**config.mk**
```make
export PLATFORM = sky130hd
export DESIGN_NAME = vga_text_ctrl_flat
export DESIGN_NICKNAME = d
export VERILOG_FILES = /design/src/rtl/vga_text_ctrl_if.sv /design/src/rtl/vga_text_ctrl.sv /design/src/flat_wrapper.sv
export SDC_FILE = /design/constraint.sdc
export NUM_CORES = 1
export LEC_CHECK = 0
export BUFFER_PORTS_ARGS = -buffer_cell sky130_fd_sc_hd__buf_2
export CORE_ASPECT_RATIO = 2
export CORE_MARGIN = 2
export CORE_UTILIZATION = 43
export DETAILED_ROUTE_END_ITERATION = 7
export PLACE_DENSITY_LB_ADDON = 0.2
export SLEW_MARGIN = 40
export SYNTH_ARGS = -nofsm -noshare
export SYNTH_HDL_FRONTEND = slang
export SYNTH_SLANG_ARGS = --single-unit
```
**constraint.sdc**
```tcl
create_clock -name vga_clk -period 1.45 [get_ports vga_clk]
set_input_delay 0.145 -clock vga_clk [delete_from_list [all_inputs] [get_ports vga_clk]]
set_output_delay 0.145 -clock vga_clk [all_outputs]
set_load 0.02 [all_outputs]
```
**src/rtl/vga_text_ctrl_if.sv**
```systemverilog
// Bus bundle between vga_text_ctrl, the CPU write path, the command source,
// the VGA timing generator and the character RAM.
interface vga_text_ctrl_if;
  logic        cpu_wr_req;
  logic [11:0] cpu_wr_addr;
  logic [7:0]  cpu_wr_data;
  logic        cpu_wr_ack;
  logic        cpu_wr_err;
  logic        cmd_req;
  logic        cmd_op;
  logic        cmd_ack;
  logic        busy;
  logic        done;
  logic        disp_valid;
  logic [11:0] disp_addr;
  logic [11:0] ram_rdaddr;
  logic [7:0]  ram_q;
  logic [11:0] ram_wraddr;
  logic [7:0]  ram_data;
  logic        ram_wren;

  modport slave (
    input  cpu_wr_req, cpu_wr_addr, cpu_wr_data, cmd_req, cmd_op,
    input  disp_valid, disp_addr, ram_q,
    output cpu_wr_ack, cpu_wr_err, cmd_ack, busy, done,
    output ram_rdaddr, ram_wraddr, ram_data, ram_wren
  );

  modport master (
    output cpu_wr_req, cpu_wr_addr, cpu_wr_data, cmd_req, cmd_op,
    output disp_valid, disp_addr, ram_q,
    input  cpu_wr_ack, cpu_wr_err, cmd_ack, busy, done,
    input  ram_rdaddr, ram_wraddr, ram_data, ram_wren
  );
endinterface

```
**src/rtl/vga_text_ctrl.sv**
```systemverilog
// Write-port arbiter and clear/scroll sequencer for the 70x30 text-mode character RAM.
// Define VGA_TEXT_CTRL_SCROLL_EN to build the scroll engine; otherwise scroll completes as a no-op.
module vga_text_ctrl #(
  parameter int unsigned COLS      = 70,
  parameter int unsigned ROWS      = 30,
  parameter logic [7:0]  FILL_CHAR = 8'h20
) (
  input logic            vga_clk,
  input logic            rst,
  vga_text_ctrl_if.slave bus
);

  localparam logic [11:0] LAST_CELL = 12'(COLS * ROWS - 1);
`ifdef VGA_TEXT_CTRL_SCROLL_EN
  localparam logic [11:0] COLS_W   = 12'(COLS);
  // Last destination that is copied from the row below; the bottom row is filled instead.
  localparam logic [11:0] LAST_SRC = 12'((ROWS - 1) * COLS - 1);
`endif

  typedef enum logic [2:0] {
    IDLE     = 3'd0,
    CPU_WR   = 3'd1,
    CLR      = 3'd2,
`ifdef VGA_TEXT_CTRL_SCROLL_EN
    SCR_RD   = 3'd3,
    SCR_WAIT = 3'd4,
    SCR_WR   = 3'd5,
    SCR_FILL = 3'd6
`else
    SCR_NOP  = 3'd3
`endif
  } state_e;

  state_e      state_q, state_d;
  logic [11:0] idx_q, idx_d;
  logic        ack_q, ack_d;
  logic        err_q, err_d;
  logic        cmd_ack_q, cmd_ack_d;
  logic        busy_q, busy_d;
  logic        done_q, done_d;
  logic        wren_q, wren_d;
  logic [11:0] wraddr_q, wraddr_d;
  logic [7:0]  data_q, data_d;
`ifdef VGA_TEXT_CTRL_SCROLL_EN
  logic [7:0]  cap_q, cap_d;
`endif

  // State and registered outputs; reset aborts any engine run on the spot.
  always_ff @(posedge vga_clk or posedge rst) begin
    if (rst) begin
      state_q   <= IDLE;
      idx_q     <= 12'd0;
      ack_q     <= 1'b0;
      err_q     <= 1'b0;
      cmd_ack_q <= 1'b0;
      busy_q    <= 1'b0;
      done_q    <= 1'b0;
      wren_q    <= 1'b0;
      wraddr_q  <= 12'd0;
      data_q    <= 8'd0;
`ifdef VGA_TEXT_CTRL_SCROLL_EN
      cap_q     <= 8'd0;
`endif
    end else begin
      state_q   <= state_d;
      idx_q     <= idx_d;
      ack_q     <= ack_d;
      err_q     <= err_d;
      cmd_ack_q <= cmd_ack_d;
      busy_q    <= busy_d;
      done_q    <= done_d;
      wren_q    <= wren_d;
      wraddr_q  <= wraddr_d;
      data_q    <= data_d;
`ifdef VGA_TEXT_CTRL_SCROLL_EN
      cap_q     <= cap_d;
`endif
    end
  end

  // Next-state and next-output logic; CPU writes win over commands in IDLE.
  always_comb begin
    state_d   = state_q;
    idx_d     = idx_q;
    ack_d     = 1'b0;
    err_d     = 1'b0;
    cmd_ack_d = 1'b0;
    busy_d    = busy_q;
    done_d    = 1'b0;
    wren_d    = 1'b0;
    wraddr_d  = wraddr_q;
    data_d    = data_q;
`ifdef VGA_TEXT_CTRL_SCROLL_EN
    cap_d     = cap_q;
`endif
    case (state_q)
      IDLE: begin
        if (bus.cpu_wr_req) begin
          state_d = CPU_WR;
          ack_d   = 1'b1;
          if (bus.cpu_wr_addr > LAST_CELL) begin
            err_d = 1'b1;
          end else begin
            wren_d   = 1'b1;
            wraddr_d = bus.cpu_wr_addr;
            data_d   = bus.cpu_wr_data;
          end
        end else if (bus.cmd_req) begin
          cmd_ack_d = 1'b1;
          busy_d    = 1'b1;
          idx_d     = 12'd0;
          if (bus.cmd_op) begin
`ifdef VGA_TEXT_CTRL_SCROLL_EN
            state_d = SCR_RD;
`else
            state_d = SCR_NOP;
`endif
          end else begin
            state_d = CLR;
          end
        end else begin
          state_d = IDLE;
        end
      end
      CPU_WR: begin
        state_d = IDLE;
      end
      CLR: begin
        wren_d   = 1'b1;
        wraddr_d = idx_q;
        data_d   = FILL_CHAR;
        idx_d    = idx_q + 12'd1;
        if (idx_q == LAST_CELL) begin
          state_d = IDLE;
          done_d  = 1'b1;
          busy_d  = 1'b0;
        end else begin
          state_d = CLR;
        end
      end
`ifdef VGA_TEXT_CTRL_SCROLL_EN
      SCR_RD: begin
        if (bus.disp_valid) begin
          state_d = SCR_RD;
        end else begin
          state_d = SCR_WAIT;
        end
      end
      SCR_WAIT: begin
        cap_d   = bus.ram_q;
        state_d = SCR_WR;
      end
      SCR_WR: begin
        wren_d   = 1'b1;
        wraddr_d = idx_q;
        data_d   = cap_q;
        idx_d    = idx_q + 12'd1;
        if (idx_q == LAST_SRC) begin
          state_d = SCR_FILL;
        end else begin
          state_d = SCR_RD;
        end
      end
      SCR_FILL: begin
        wren_d   = 1'b1;
        wraddr_d = idx_q;
        data_d   = FILL_CHAR;
        idx_d    = idx_q + 12'd1;
        if (idx_q == LAST_CELL) begin
          state_d = IDLE;
          done_d  = 1'b1;
          busy_d  = 1'b0;
        end else begin
          state_d = SCR_FILL;
        end
      end
`else
      SCR_NOP: begin
        state_d = IDLE;
        done_d  = 1'b1;
        busy_d  = 1'b0;
      end
`endif
      default: begin
        state_d = IDLE;
        busy_d  = 1'b0;
      end
    endcase
  end

  assign bus.cpu_wr_ack = ack_q;
  assign bus.cpu_wr_err = err_q;
  assign bus.cmd_ack    = cmd_ack_q;
  assign bus.busy       = busy_q;
  assign bus.done       = done_q;
  assign bus.ram_wren   = wren_q;
  assign bus.ram_wraddr = wraddr_q;
  assign bus.ram_data   = data_q;

`ifdef VGA_TEXT_CTRL_SCROLL_EN
  // The read port is borrowed only in a blanking SCR_RD cycle.
  assign bus.ram_rdaddr = (state_q == SCR_RD && !bus.disp_valid) ? (idx_q + COLS_W) : bus.disp_addr;
`else
  logic unused_rd_s;
  assign bus.ram_rdaddr = bus.disp_addr;
  assign unused_rd_s    = ^{bus.disp_valid, bus.ram_q};
`endif

endmodule

```
**src/flat_wrapper.sv**
```systemverilog
// flat-port wrapper written by rule: the top's interface ports become plain ports
module vga_text_ctrl_flat 
#(
  parameter int unsigned COLS      = 70,
  parameter int unsigned ROWS      = 30,
  parameter logic [7:0]  FILL_CHAR = 8'h20
)
  (vga_clk, rst, bus_cpu_wr_req, bus_cpu_wr_addr, bus_cpu_wr_data, bus_cmd_req, bus_cmd_op, bus_disp_valid, bus_disp_addr, bus_ram_q, bus_cpu_wr_ack, bus_cpu_wr_err, bus_cmd_ack, bus_busy, bus_done, bus_ram_rdaddr, bus_ram_wraddr, bus_ram_data, bus_ram_wren);
  vga_text_ctrl_if bus_i ();
  input logic vga_clk;
  input logic rst;
  input wire logic [$bits(bus_i.cpu_wr_req)-1:0] bus_cpu_wr_req;
  input wire logic [$bits(bus_i.cpu_wr_addr)-1:0] bus_cpu_wr_addr;
  input wire logic [$bits(bus_i.cpu_wr_data)-1:0] bus_cpu_wr_data;
  input wire logic [$bits(bus_i.cmd_req)-1:0] bus_cmd_req;
  input wire logic [$bits(bus_i.cmd_op)-1:0] bus_cmd_op;
  input wire logic [$bits(bus_i.disp_valid)-1:0] bus_disp_valid;
  input wire logic [$bits(bus_i.disp_addr)-1:0] bus_disp_addr;
  input wire logic [$bits(bus_i.ram_q)-1:0] bus_ram_q;
  output wire logic [$bits(bus_i.cpu_wr_ack)-1:0] bus_cpu_wr_ack;
  output wire logic [$bits(bus_i.cpu_wr_err)-1:0] bus_cpu_wr_err;
  output wire logic [$bits(bus_i.cmd_ack)-1:0] bus_cmd_ack;
  output wire logic [$bits(bus_i.busy)-1:0] bus_busy;
  output wire logic [$bits(bus_i.done)-1:0] bus_done;
  output wire logic [$bits(bus_i.ram_rdaddr)-1:0] bus_ram_rdaddr;
  output wire logic [$bits(bus_i.ram_wraddr)-1:0] bus_ram_wraddr;
  output wire logic [$bits(bus_i.ram_data)-1:0] bus_ram_data;
  output wire logic [$bits(bus_i.ram_wren)-1:0] bus_ram_wren;
  assign bus_i.cpu_wr_req = bus_cpu_wr_req;
  assign bus_i.cpu_wr_addr = bus_cpu_wr_addr;
  assign bus_i.cpu_wr_data = bus_cpu_wr_data;
  assign bus_i.cmd_req = bus_cmd_req;
  assign bus_i.cmd_op = bus_cmd_op;
  assign bus_i.disp_valid = bus_disp_valid;
  assign bus_i.disp_addr = bus_disp_addr;
  assign bus_i.ram_q = bus_ram_q;
  assign bus_cpu_wr_ack = bus_i.cpu_wr_ack;
  assign bus_cpu_wr_err = bus_i.cpu_wr_err;
  assign bus_cmd_ack = bus_i.cmd_ack;
  assign bus_busy = bus_i.busy;
  assign bus_done = bus_i.done;
  assign bus_ram_rdaddr = bus_i.ram_rdaddr;
  assign bus_ram_wraddr = bus_i.ram_wraddr;
  assign bus_ram_data = bus_i.ram_data;
  assign bus_ram_wren = bus_i.ram_wren;
  vga_text_ctrl #(.COLS(COLS), .ROWS(ROWS), .FILL_CHAR(FILL_CHAR)) u_core (.vga_clk(vga_clk), .rst(rst), .bus(bus_i));
endmodule
```
-- Word level (Yosys, flattened, before mapping)
Index checks and enable logic that the tools add are counted.
- flip-flop bits (word level): 41
- input bits: 46
- output and inout bits: 38
- multiplexer cells: 31
- reduce and logical (&&, ||, !) cells: 5
- $add $sub $neg: 1
- eq/ne operators: 9
- order comparisons: 1
- bitwise logic cells: 1
- operator list (operator ; number):
    12-bit two-way mux ; 4
    12-bit case mux with 2 select lines ; 2
    8-bit two-way mux ; 2
    8-bit case mux with 2 select lines ; 1
    1-bit two-way mux ; 15
    12-bit by 1-bit adder with 12-bit output, second input constant ; 1
    12-bit == test, second input constant ; 1
    12-bit greater-than comparator, second input constant ; 1
    2-bit inequality test, second input constant ; 4
    3-bit by 2-bit == test with 1-bit output, second input constant ; 2
    3-bit case mux with 2 select lines ; 1
    3-bit AND reduction ; 2
    2-bit two-way mux ; 2
    1-bit case mux with 2 select lines ; 2
    4-bit AND reduction ; 1
    3-bit by 1-bit == test with 1-bit output, second input constant ; 1
    3-bit logical NOT ; 1
    3-bit two-way mux ; 1
    1-bit case mux with 3 select lines ; 1
    2-bit by 1-bit inequality test with 1-bit output, second input constant ; 1
    2-bit nonzero test ; 1
    1-bit NOT ; 1

-- Longest topological paths before layout
Gate-level depths: netlist (run 1).
- depth after elaboration: 4
- gate-level depth with buffers: 6

-- Least setup slack after synthesis (run 1)
Ideal clock, no wire load.
- path type: reg-to-reg
- start: register u_core.idx_q[8]
- end: register u_core.busy_q (netlist: u_core.bus.busy)
- clock period less this slack: 1.532 ns
- buffers on the path: 0
- arrival: 1.416 ns
- setup time: 0.116 ns
- data required time: 1.334 ns
- cell stages (with the launch flop): 5
- path slack: -0.082 ns
- cells stage by stage: dfrtp_1 -> or4b_2 -> nor3_1 -> o21a_1 -> nor2_1
- longest elaborated chain between the ends: 3
- RTL lines (element ; RTL line ; source):
    start: declaration ; vga_text_ctrl.sv:35 ; logic [11:0] idx_q, idx_d;
    start signal: assignment ; vga_text_ctrl.sv:66 ; idx_q <= idx_d;
    12-bit == test ; vga_text_ctrl.sv:133 ; if (idx_q == LAST_CELL) begin
    2-bit by 1-bit inequality test with 1-bit output (no source line) ; n/a ;
    4-bit AND reduction (no source line) ; n/a ;
    end signal: assignment ; vga_text_ctrl.sv:70 ; busy_q <= busy_d;
    end: declaration ; vga_text_ctrl.sv:39 ; logic busy_q, busy_d;
Every way passes these cells.
A chain may end at the register's enable or synchronous reset.

-- Worst setup path after layout (run 1)
- start: register u_core.idx_q[3]
- end: register u_core.idx_q[9]
- longest elaborated chain between the ends: 2
- RTL lines (element ; RTL line ; source):
    12-bit by 1-bit adder with 12-bit output ; vga_text_ctrl.sv:132 ; idx_d = idx_q + 12'd1;
    12-bit case mux with 2 select lines ; vga_text_ctrl.sv:96 ; case (state_q)
Every way passes these cells.

==> tab_implementation.tex, run 1 <==
\begin{tabular}{lr}
\hline
Metric & Value \\
\hline
\multicolumn{2}{l}{\textbf{CTS}} \\
\quad Clock-pin transition on the worst setup and hold timing paths & roughly 0.08 ns \\
\quad Sinks on Clock Net & 40 \\
\quad CTS H-Tree Depth & 2 \\
\quad Clock root buffer master & clkbuf\_8 \\
\quad Maximum clock insertion buffer count & 2 \\
\quad Num CTS Buffers & 5 \\
\quad Source-to-sink clock delay at the later pin of the worst-skew pair & 0.30 ns \\
\quad TritonCTS clock tree & built \\
\multicolumn{2}{l}{\textbf{Timing}} \\
\quad Max-slew headroom at the worst pin & 0.656 \\
\quad Final worst-path cycle share & 0.998 \\
\quad Setup ws final & between 0.002 and 0.0025 ns \\
\quad Pin slew with the least headroom to its limit & 0.516 ns \\
\quad Largest clock skew in the final design & 0.00679 ns \\
\quad Final Hold Violating Endpoints & 0 \\
\quad Number of setup violations in the final report & 0 \\
\quad Worst hold slack & $\sim$0.085 ns \\
\quad Count of pins over their slew limit & 0 \\
\quad RSZ-0062 raised after global routing & yes \\
\quad Final min period & 1.45 ns \\
\quad Fmax & approximately 0.7 GHz \\
\multicolumn{2}{l}{\textbf{Finish}} \\
\quad Post-layout net count & 322 \\
\quad \# fillers & 417 \\
\quad Area growth from synthesis to layout & 30.2\% \\
\quad Count of antenna diodes in the layout & 0 \\
\quad Count of non-filler cells in the finished layout & 331 \\
\quad Layout cells sized above 1 & 0.391 \\
\multicolumn{2}{l}{\textbf{Synthesis}} \\
\quad Share of async-settable or async-resettable flops after synthesis & 1.00 \\
\quad Area share of fa/ha/maj cells after synthesis & 0.00629 \\
\quad Compound-cell area share of the yosys netlist & 0.240 \\
\quad Net count after synthesis & between 200 and 300 \\
\quad Register area share after synthesis & 0.503 \\
\quad Leading post-synthesis cells by cell area & dfrtp\_1 (50\%), a21oi\_1 (5.5\%), buf\_4 (5.3\%) \\
\quad Post-Syn Area & roughly 2000 sq um \\
\quad Number of synthesis warnings & 0 \\
\quad Synth area leader & dfrtp\_1 \\
\quad XOR/XNOR share of the synthesized area & 0.00440 \\
\quad Post-Syn Instances & 211 \\
\quad Synthesized-area fraction occupied by and/or/nand/nor cells & 0.151 \\
\quad Number of enable flip-flop cells after synthesis & 0 \\
\quad Multiplexer fraction of the synthesized cell area & 0 \\
\quad Synth top area share & 0.503 \\
\quad Number of unique standard cell types used by synthesis & 40 \\
\quad Most frequently used flop master after synthesis & dfrtp\_1 \\
\quad Average instance area after synthesis & 9.43 sq um \\
\quad Combinational family with the most area after synthesis & compound AO/OA/AOI/OAI gates \\
\quad Number of synthesized register bits & 40 \\
\multicolumn{2}{l}{\textbf{Worst setup path}} \\
\quad Critical Setup Path Class & reg -> reg \\
\quad Maximum fanout along the worst path & 4 \\
\quad Crit end category & flop \\
\quad Endpoint arrival time on the critical path & 1.67 ns \\
\quad Crit path required time & between 1.5 and 2 ns \\
\quad Startpoint class of the critical path & flop \\
\multicolumn{2}{l}{\textbf{Outcome}} \\
\quad Outcome & completed \\
\multicolumn{2}{l}{\textbf{Route}} \\
\quad Routed vias/inst & 5.49 \\
\quad Drc violations & 0 \\
\quad Per-cell routed wire length & between 15 and 20 um \\
\quad Total wirelength of the detailed-routed design & 5.06 mm \\
\quad Antenna-violating nets left & 0 \\
\quad Pre-antenna DRT Iters & 4 \\
\quad Total number of vias & around 1800 \\
\quad DR top layer & met4 \\
\quad Total length of routed met2 wires & approximately 2.6 mm \\
\quad Wire length on met3 & 239 um \\
\quad Wire length on met1 & 2.15 mm \\
\quad DRT iter0 DRCs & 28 \\
\multicolumn{2}{l}{\textbf{Global route}} \\
\quad Pin count of the biggest net entering global routing & 41 \\
\quad First-pass GRT wire length & 8.29 mm \\
\quad Number of antenna violations at the first check in global routing & 0 \\
\quad Sum of overflow across all layers after global routing & 0 \\
\quad Overall fraction of global-route tracks in use & 0.213 \\
\quad Vias in the first global route & 1820 \\
\multicolumn{2}{l}{\textbf{Die}} \\
\quad \# IOs & 84 \\
\quad Area of the placeable core & 4510 sq um \\
\quad Die height & 100 um \\
\quad Chip width & 52.1 um \\
\quad Die Outline Area & 5220 sq um \\
\quad Std cell rows & 35 \\
\quad Initial cell density of the core & 0.441 \\
\multicolumn{2}{l}{\textbf{Run}} \\
\quad Number of maximum-capacitance violations & 0 \\
\multicolumn{2}{l}{\textbf{Place}} \\
\quad Half-perimeter wire length of the detailed placement result & 3.51 mm \\
\quad Place WS & -0.189 ns \\
\quad Gp weighted congestion & between 0.8 and 0.9 \\
\quad Instance count after placement with tap cells included & 317 \\
\quad \# port buffers & 50 \\
\multicolumn{2}{l}{\textbf{Power}} \\
\quad Share of total power in combinational logic & 0.454 \\
\quad Net switching power & 1.97 mW \\
\quad Cell internal pwr & 3.04 mW \\
\quad Sequential share of power & 0.347 \\
\quad Share of power burned in the clock network & 0.199 \\
\quad Leakage power summed over all cells & 1.26 nW \\
\quad Power density over cell area & 1930 nW/um\^{}2 \\
\quad Sw frac & 0.393 \\
\quad IR drop worst, VDD & 0.00117 V \\
\multicolumn{2}{l}{\textbf{Hold path}} \\
\quad HP Class & in -> reg \\
\hline
\end{tabular}
==> metrics by stage <==
| step | total power, mW | instance area (sq um) | util | setup TNS, ns |
|---|---|---|---|---|
| 6_report | 5.01 | 2590 | 0.575 | 0 |
| 5_1_grt | 5.34 | 2590 | 0.575 | -0.148 |
| 4_1_cts | 4.96 | 2560 | 0.567 | -0.00504 |
| 3_5_place_dp | 3.91 | 2370 | 0.526 | -3.32 |
| 3_3_place_gp | 3.87 | 2370 | 0.526 | -2.94 |
| 2_1_floorplan | 3.13 | 2000 | - | -0.0291 |
==> worst max-delay path, cell delays in order, from the launching register on <==
cell     delay, ns
dfrtp_1       0.42
and4_4        0.24
nand4_1       0.12
buf_4         0.17
or3_1         0.33
o21ai_1       0.08
==> per-layer routing <==
layer | GRT usage | vias up
met4 | 0.0891 | 0
met1 | 0.260 | 880
li1 | - | 880
met2 | 0.353 | 48
met5 | 0 | -
met3 | 0.0461 | 8
==> cells in the final DEF, fill, tap and decap left out, drive strengths merged, types with 4 or more instances in the layout <==
| cell | netlist | routed |
|---|---|---|
| nand2 | 9 | 9 |
| buf | 22 | 84 |
| nor2 | 15 | 15 |
| a31oi | 14 | 14 |
| a21oi | 22 | 22 |
| clkbuf | 6 | 7 |
| o21ai | 27 | 27 |
| o21bai | 4 | 4 |
| nand3 | 13 | 13 |
| dfrtp | 40 | 40 |
==> worst paths after layout <==
path                       slack [ns]                      to  cells after the start               start
hold reg to reg                  0.50         u_core.bus.busy                      2     u_core.bus.busy
max in group asynchronous        0.55       u_core.state_q[1]                      4                 rst
setup reg to reg                0.002         u_core.idx_q[9]                      5     u_core.idx_q[3]
hold / removal                   0.08  u_core.bus.ram_data[5]                      3  bus_cpu_wr_data[5]
min in group asynchronous        0.51         u_core.bus.busy                      4                 rst
setup / recovery                0.002         u_core.idx_q[9]                      5     u_core.idx_q[3]
==> final cells by class <==
type | instances | area [sq um] | share of cell area
clock inverters | 1 | 30.0 | 0.0116
clock buffers | 7 | 96.3 | 0.0372
flip-flops and latches | 40 | 1000 | 0.387
well taps | 55 | 68.8 | 0.0265
multi-input cells | 140 | 855 | 0.330
repair buffers | 85 | 528 | 0.204
inverters | 3 | 11.3 | 0.00434
==> flip-flops by register name, summed over array words and instances (netlist names) <==
name and flops:
u_core.idx_q 12, u_core.bus.done 1, u_core.bus.busy 1, u_core.bus.cmd_ack 1, u_core.bus.ram_data 8, u_core.state_q 2, u_core.bus.ram_wren 1, u_core.bus.cpu_wr_err 1
u_core.bus.cpu_wr_ack 1, u_core.bus.ram_wraddr 12
==> logic make-up after synthesis <==
kind of cell / Yosys count
compound gates: 80
simple gates: 58
fa+ha+maj: 1
buf+inv: 31
xor+xnor: 1
flops: 40
==> synthesized netlist by cell type (all sizes together) (3+ instances only) <==
master,number
a21oi,22
a22o,3
a31oi,14
buf,22
clkbuf,6
dfrtp,40
inv,3
nand2,9
nand3,13
nor2,15
nor2b,3
nor3,3
o21ai,27
o21bai,4
or4,3
==> power by group through the flow <==
stage	sequential, mW	combinational [mW]	clock, mW
floorplan	2.12	1.01	0
global placement	1.74	2.13	0
detailed placement	1.75	2.15	0
CTS	1.73	2.23	1.01
global route	1.79	2.49	1.07
finish	1.74	2.28	0.996
==> timing repair <==
action / CTS / global route
buffers inserted: 4 / 1
endpoints found under the hold margin: 40 / 0
endpoints found under the setup margin: 4 / 16
hold buffers: 1 / 0
gates resized for setup: 5 / 10
pin swaps: 3 / 5
No activity file was read; power rests on OpenSTA's default activity.
==> inputs of run 2 (changes only) <==
--- a/config.mk
+++ b/config.mk
@@ -11,6 +11,7 @@
 export CORE_UTILIZATION = 43
 export DETAILED_ROUTE_END_ITERATION = 7
 export PLACE_DENSITY_LB_ADDON = 0.2
+export SETUP_SLACK_MARGIN = 0.4
 export SLEW_MARGIN = 40
 export SYNTH_ARGS = -nofsm -noshare
 export SYNTH_HDL_FRONTEND = slang
==> tab_implementation.tex, run 2 (synthesis gave the netlist of run 1 again) <==
\begin{tabular}{lr}
\hline
Metric & Value \\
\hline
\multicolumn{2}{l}{\textbf{Global route}} \\
\quad Sum of overflow across all layers after global routing & 0 (unchanged) \\
\quad Vias in the first global route & 1933 (+6.2\%) \\
\quad First-pass GRT wire length & 8.96 mm (+8.2\%) \\
\quad Overall fraction of global-route tracks in use & 0.229 (+0.0163) \\
\quad Number of antenna violations at the first check in global routing & 0 (unchanged) \\
\quad Pin count of the biggest net entering global routing & 28 (-32\%) \\
\multicolumn{2}{l}{\textbf{Power}} \\
\quad Cell internal pwr & 3.82 mW (+26\%) \\
\quad Share of total power in combinational logic & 0.574 (+0.120) \\
\quad Leakage power summed over all cells & 1.56 nW (+24\%) \\
\quad Sequential share of power & 0.285 (-0.062) \\
\quad Net switching power & 2.76 mW (+40\%) \\
\quad Power density over cell area & 1900 nW/um\^{}2 (-1.8\%) \\
\quad Sw frac & 0.419 (+0.0261) \\
\quad IR drop worst, VDD & 0.00126 V (+7.8\%) \\
\quad Share of power burned in the clock network & 0.141 (-0.058) \\
\multicolumn{2}{l}{\textbf{Timing}} \\
\quad Fmax & 0.623 GHz (-9.8\%) \\
\quad Final Hold Violating Endpoints & 0 (unchanged) \\
\quad Final worst-path cycle share & 1.11 (+0.108) \\
\quad Max-slew headroom at the worst pin & 0.702 (+0.0464) \\
\quad Setup ws final & -0.154 ns (-0.157 ns) \\
\quad Count of pins over their slew limit & 0 (unchanged) \\
\quad Pin slew with the least headroom to its limit & 0.447 ns (-0.0696 ns) \\
\quad Final min period & 1.60 ns (+0.157 ns) \\
\quad Number of setup violations in the final report & 18 (+18) \\
\quad Largest clock skew in the final design & 0.0110 ns (+0.00425 ns) \\
\quad RSZ-0062 raised after global routing & yes \\
\multicolumn{2}{l}{\textbf{Route}} \\
\quad Wire length on met1 & 2.76 mm (+28\%) \\
\quad Antenna-violating nets left & 0 (unchanged) \\
\quad Total wirelength of the detailed-routed design & 7.61 mm (+50\%) \\
\quad Total number of vias & 2183 (+20\%) \\
\quad Per-cell routed wire length & 21.1 um (+38\%) \\
\quad DR top layer & met4 \\
\quad Total length of routed met2 wires & 4.06 mm (+59\%) \\
\quad Pre-antenna DRT Iters & 4 (unchanged) \\
\quad Wire length on met3 & 399 um (+67\%) \\
\quad DRT iter0 DRCs & 106 (+280\%) \\
\quad Drc violations & 0 (unchanged) \\
\quad Routed vias/inst & 6.06 (+11\%) \\
\multicolumn{2}{l}{\textbf{Hold path}} \\
\quad End point of the worst hold path & u\_core.bus.ram\_data[1] \\
\quad HP Class & in -> reg \\
\quad Hold depth & 3 (unchanged) \\
\quad Min-delay src & bus\_cpu\_wr\_data[1] \\
\multicolumn{2}{l}{\textbf{Worst setup path}} \\
\quad Startpoint class of the critical path & input port \\
\quad Critical Setup Path Class & in -> reg \\
\quad Crit path required time & 1.66 ns (about the same) \\
\quad Maximum fanout along the worst path & 5 (+1) \\
\quad Cells along the critical path & buf\_8 > or4\_4 > buf\_6 > o31ai\_4 > buf\_6 > a31oi\_1 > a21oi\_1 \\
\quad Buffer and inverter count on the worst path & 3 (+2) \\
\quad Reg2Reg Depth & 4 (-1) \\
\quad Slowest cell on the critical path & or4\_4 \\
\quad Terminus of the critical flop-to-flop path & u\_core.bus.ram\_wraddr[3] \\
\quad Crit path top cell by count & buf\_6 \\
\quad Setup slack on the worst flop-to-flop path & -0.05 ns (-0.05 ns) \\
\quad Startpoint of the worst register-to-register path & u\_core.state\_q[0] \\
\quad Crit end category & flop \\
\quad Endpoint arrival time on the critical path & 1.81 ns (+0.14 ns) \\
\quad Stage delay of the slowest cell on the critical path & 0.55 ns (+0.13 ns) \\
\quad Worst path top cell family by delay & compound AO/OA/AOI/OAI gates \\
\multicolumn{2}{l}{\textbf{Finish}} \\
\quad Most common library cell in the layout ignoring fill and taps & buf\_2 \\
\quad Final Core Density & 0.768 (+0.194) \\
\quad Count of non-filler cells in the finished layout & 360 (+8.8\%) \\
\quad Area growth from synthesis to layout & 74.1\% \\
\quad Layout cells sized above 1 & 0.636 (+0.245) \\
\quad Post-layout net count & 351 (+9.0\%) \\
\quad \# fillers & 277 (-34\%) \\
\quad Area of all sequential standard cells & 1010 sq um (+0.25\%) \\
\quad Area of combinational cells with multiple inputs & 1260 sq um (+47\%) \\
\quad Commonest cells after routing, fill and taps aside & buf\_2 (47), buf\_4 (37), dfrtp\_1 (36) \\
\quad Count of antenna diodes in the layout & 0 (unchanged) \\
\multicolumn{2}{l}{\textbf{Die}} \\
\quad Std cell rows & 35 (unchanged) \\
\quad Chip width & 52.1 um (unchanged) \\
\quad Die height & 100 um (unchanged) \\
\quad Area of the placeable core & 4510 sq um (unchanged) \\
\quad Die Outline Area & 5220 sq um (unchanged) \\
\quad \# IOs & 84 (unchanged) \\
\quad Initial cell density of the core & 0.441 (unchanged) \\
\multicolumn{2}{l}{\textbf{CTS}} \\
\quad Source-to-sink clock delay at the later pin of the worst-skew pair & 0.31 ns (about the same) \\
\quad Clock root buffer master & clkbuf\_8 \\
\quad Clock-pin transition on the worst setup and hold timing paths & 0.09 ns (about the same) \\
\quad TritonCTS clock tree & built \\
\quad Maximum clock insertion buffer count & 2 (unchanged) \\
\quad CTS H-Tree Depth & 2 (unchanged) \\
\quad Num CTS Buffers & 5 (unchanged) \\
\quad Sinks on Clock Net & 40 (unchanged) \\
\multicolumn{2}{l}{\textbf{Outcome}} \\
\quad Violations in the final reports & negative setup slack \\
\quad Outcome & finished with violations \\
\multicolumn{2}{l}{\textbf{Place}} \\
\quad \# port buffers & 50 (unchanged) \\
\quad Instance count after placement with tap cells included & 313 (-1.3\%) \\
\quad Gp weighted congestion & 0.802 (-3.4\%) \\
\quad Half-perimeter wire length of the detailed placement result & 3.55 mm (+1.2\%) \\
\multicolumn{2}{l}{\textbf{Run}} \\
\quad Number of maximum-capacitance violations & 0 (unchanged) \\
\hline
\end{tabular}
## run 2: stage by stage
stage                     total power [mW]  setup TNS (ns)  hold slack [ns]  area [sq um]  setup slack [ns]
final                                 6.58          -0.565           0.0674          3470            -0.154
after global routing                  6.86           -1.28           0.0719          3470            -0.192
after CTS                             5.27         -0.0220           0.0830          2930           -0.0182
after detailed placement              3.97           -4.42            0.179          2440            -0.253
after global placement                3.91           -4.18            0.177          2440            -0.230
after floorplan                       3.35               0            0.124          2110           0.00108
## run 2: final cells by class
cell class	count	share of cell area
Sequential cell	40	0.290
Clock buffer	6	0.0209
Tap cell	55	0.0199
Inverter	3	0.00433
Clock inverter	2	0.0101
Timing Repair Buffer	114	0.292
Multi-Input combinational cell	140	0.362
## run 2: routing by layer
| layer | vias to the layer above | GRT usage |
|---|---|---|
| li1 | 954 | - |
| met1 | 1094 | 0.269 |
| met2 | 103 | 0.394 |
| met3 | 32 | 0.0476 |
| met4 | 0 | 0.0911 |
| met5 | - | 0 |
## run 2: power by group through the flow
stage	combinational [mW]	clock (mW)	sequential, mW
2_1_floorplan	1.21	0	2.14
4_1_cts	2.55	0.919	1.80
6_report	3.78	0.927	1.88
3_5_place_dp	2.18	0	1.79
3_3_place_gp	2.14	0	1.77
5_1_grt	3.98	0.973	1.91
## run 2: what timing repair did
item	CTS	global route
setup buffers	15	16
gates resized for setup	47	54
hold buffers	1	0
endpoints found under the hold margin	17	0
setup endpoints to repair	37	37
pin swaps	23	36
gates cloned	3	4
## run 2: how the worst max path moves through the flow
stage                             start                        end  cells after the start
global placement    bus_cpu_wr_addr[10]     u_core.bus.ram_data[3]                      6
global route        bus_cpu_wr_addr[10]   u_core.bus.ram_wraddr[3]                      7
detailed placement  bus_cpu_wr_addr[10]  u_core.bus.ram_wraddr[11]                      6
CTS                     u_core.idx_q[3]            u_core.bus.busy                      4
floorplan           bus_cpu_wr_addr[10]     u_core.bus.ram_data[5]                      5
finish              bus_cpu_wr_addr[10]   u_core.bus.ram_wraddr[3]                      7
## run 2: worst min-delay path, stage by stage
cell	delay, ns
buf_2	0.10
nand3_2	0.06
a21oi_2	0.05
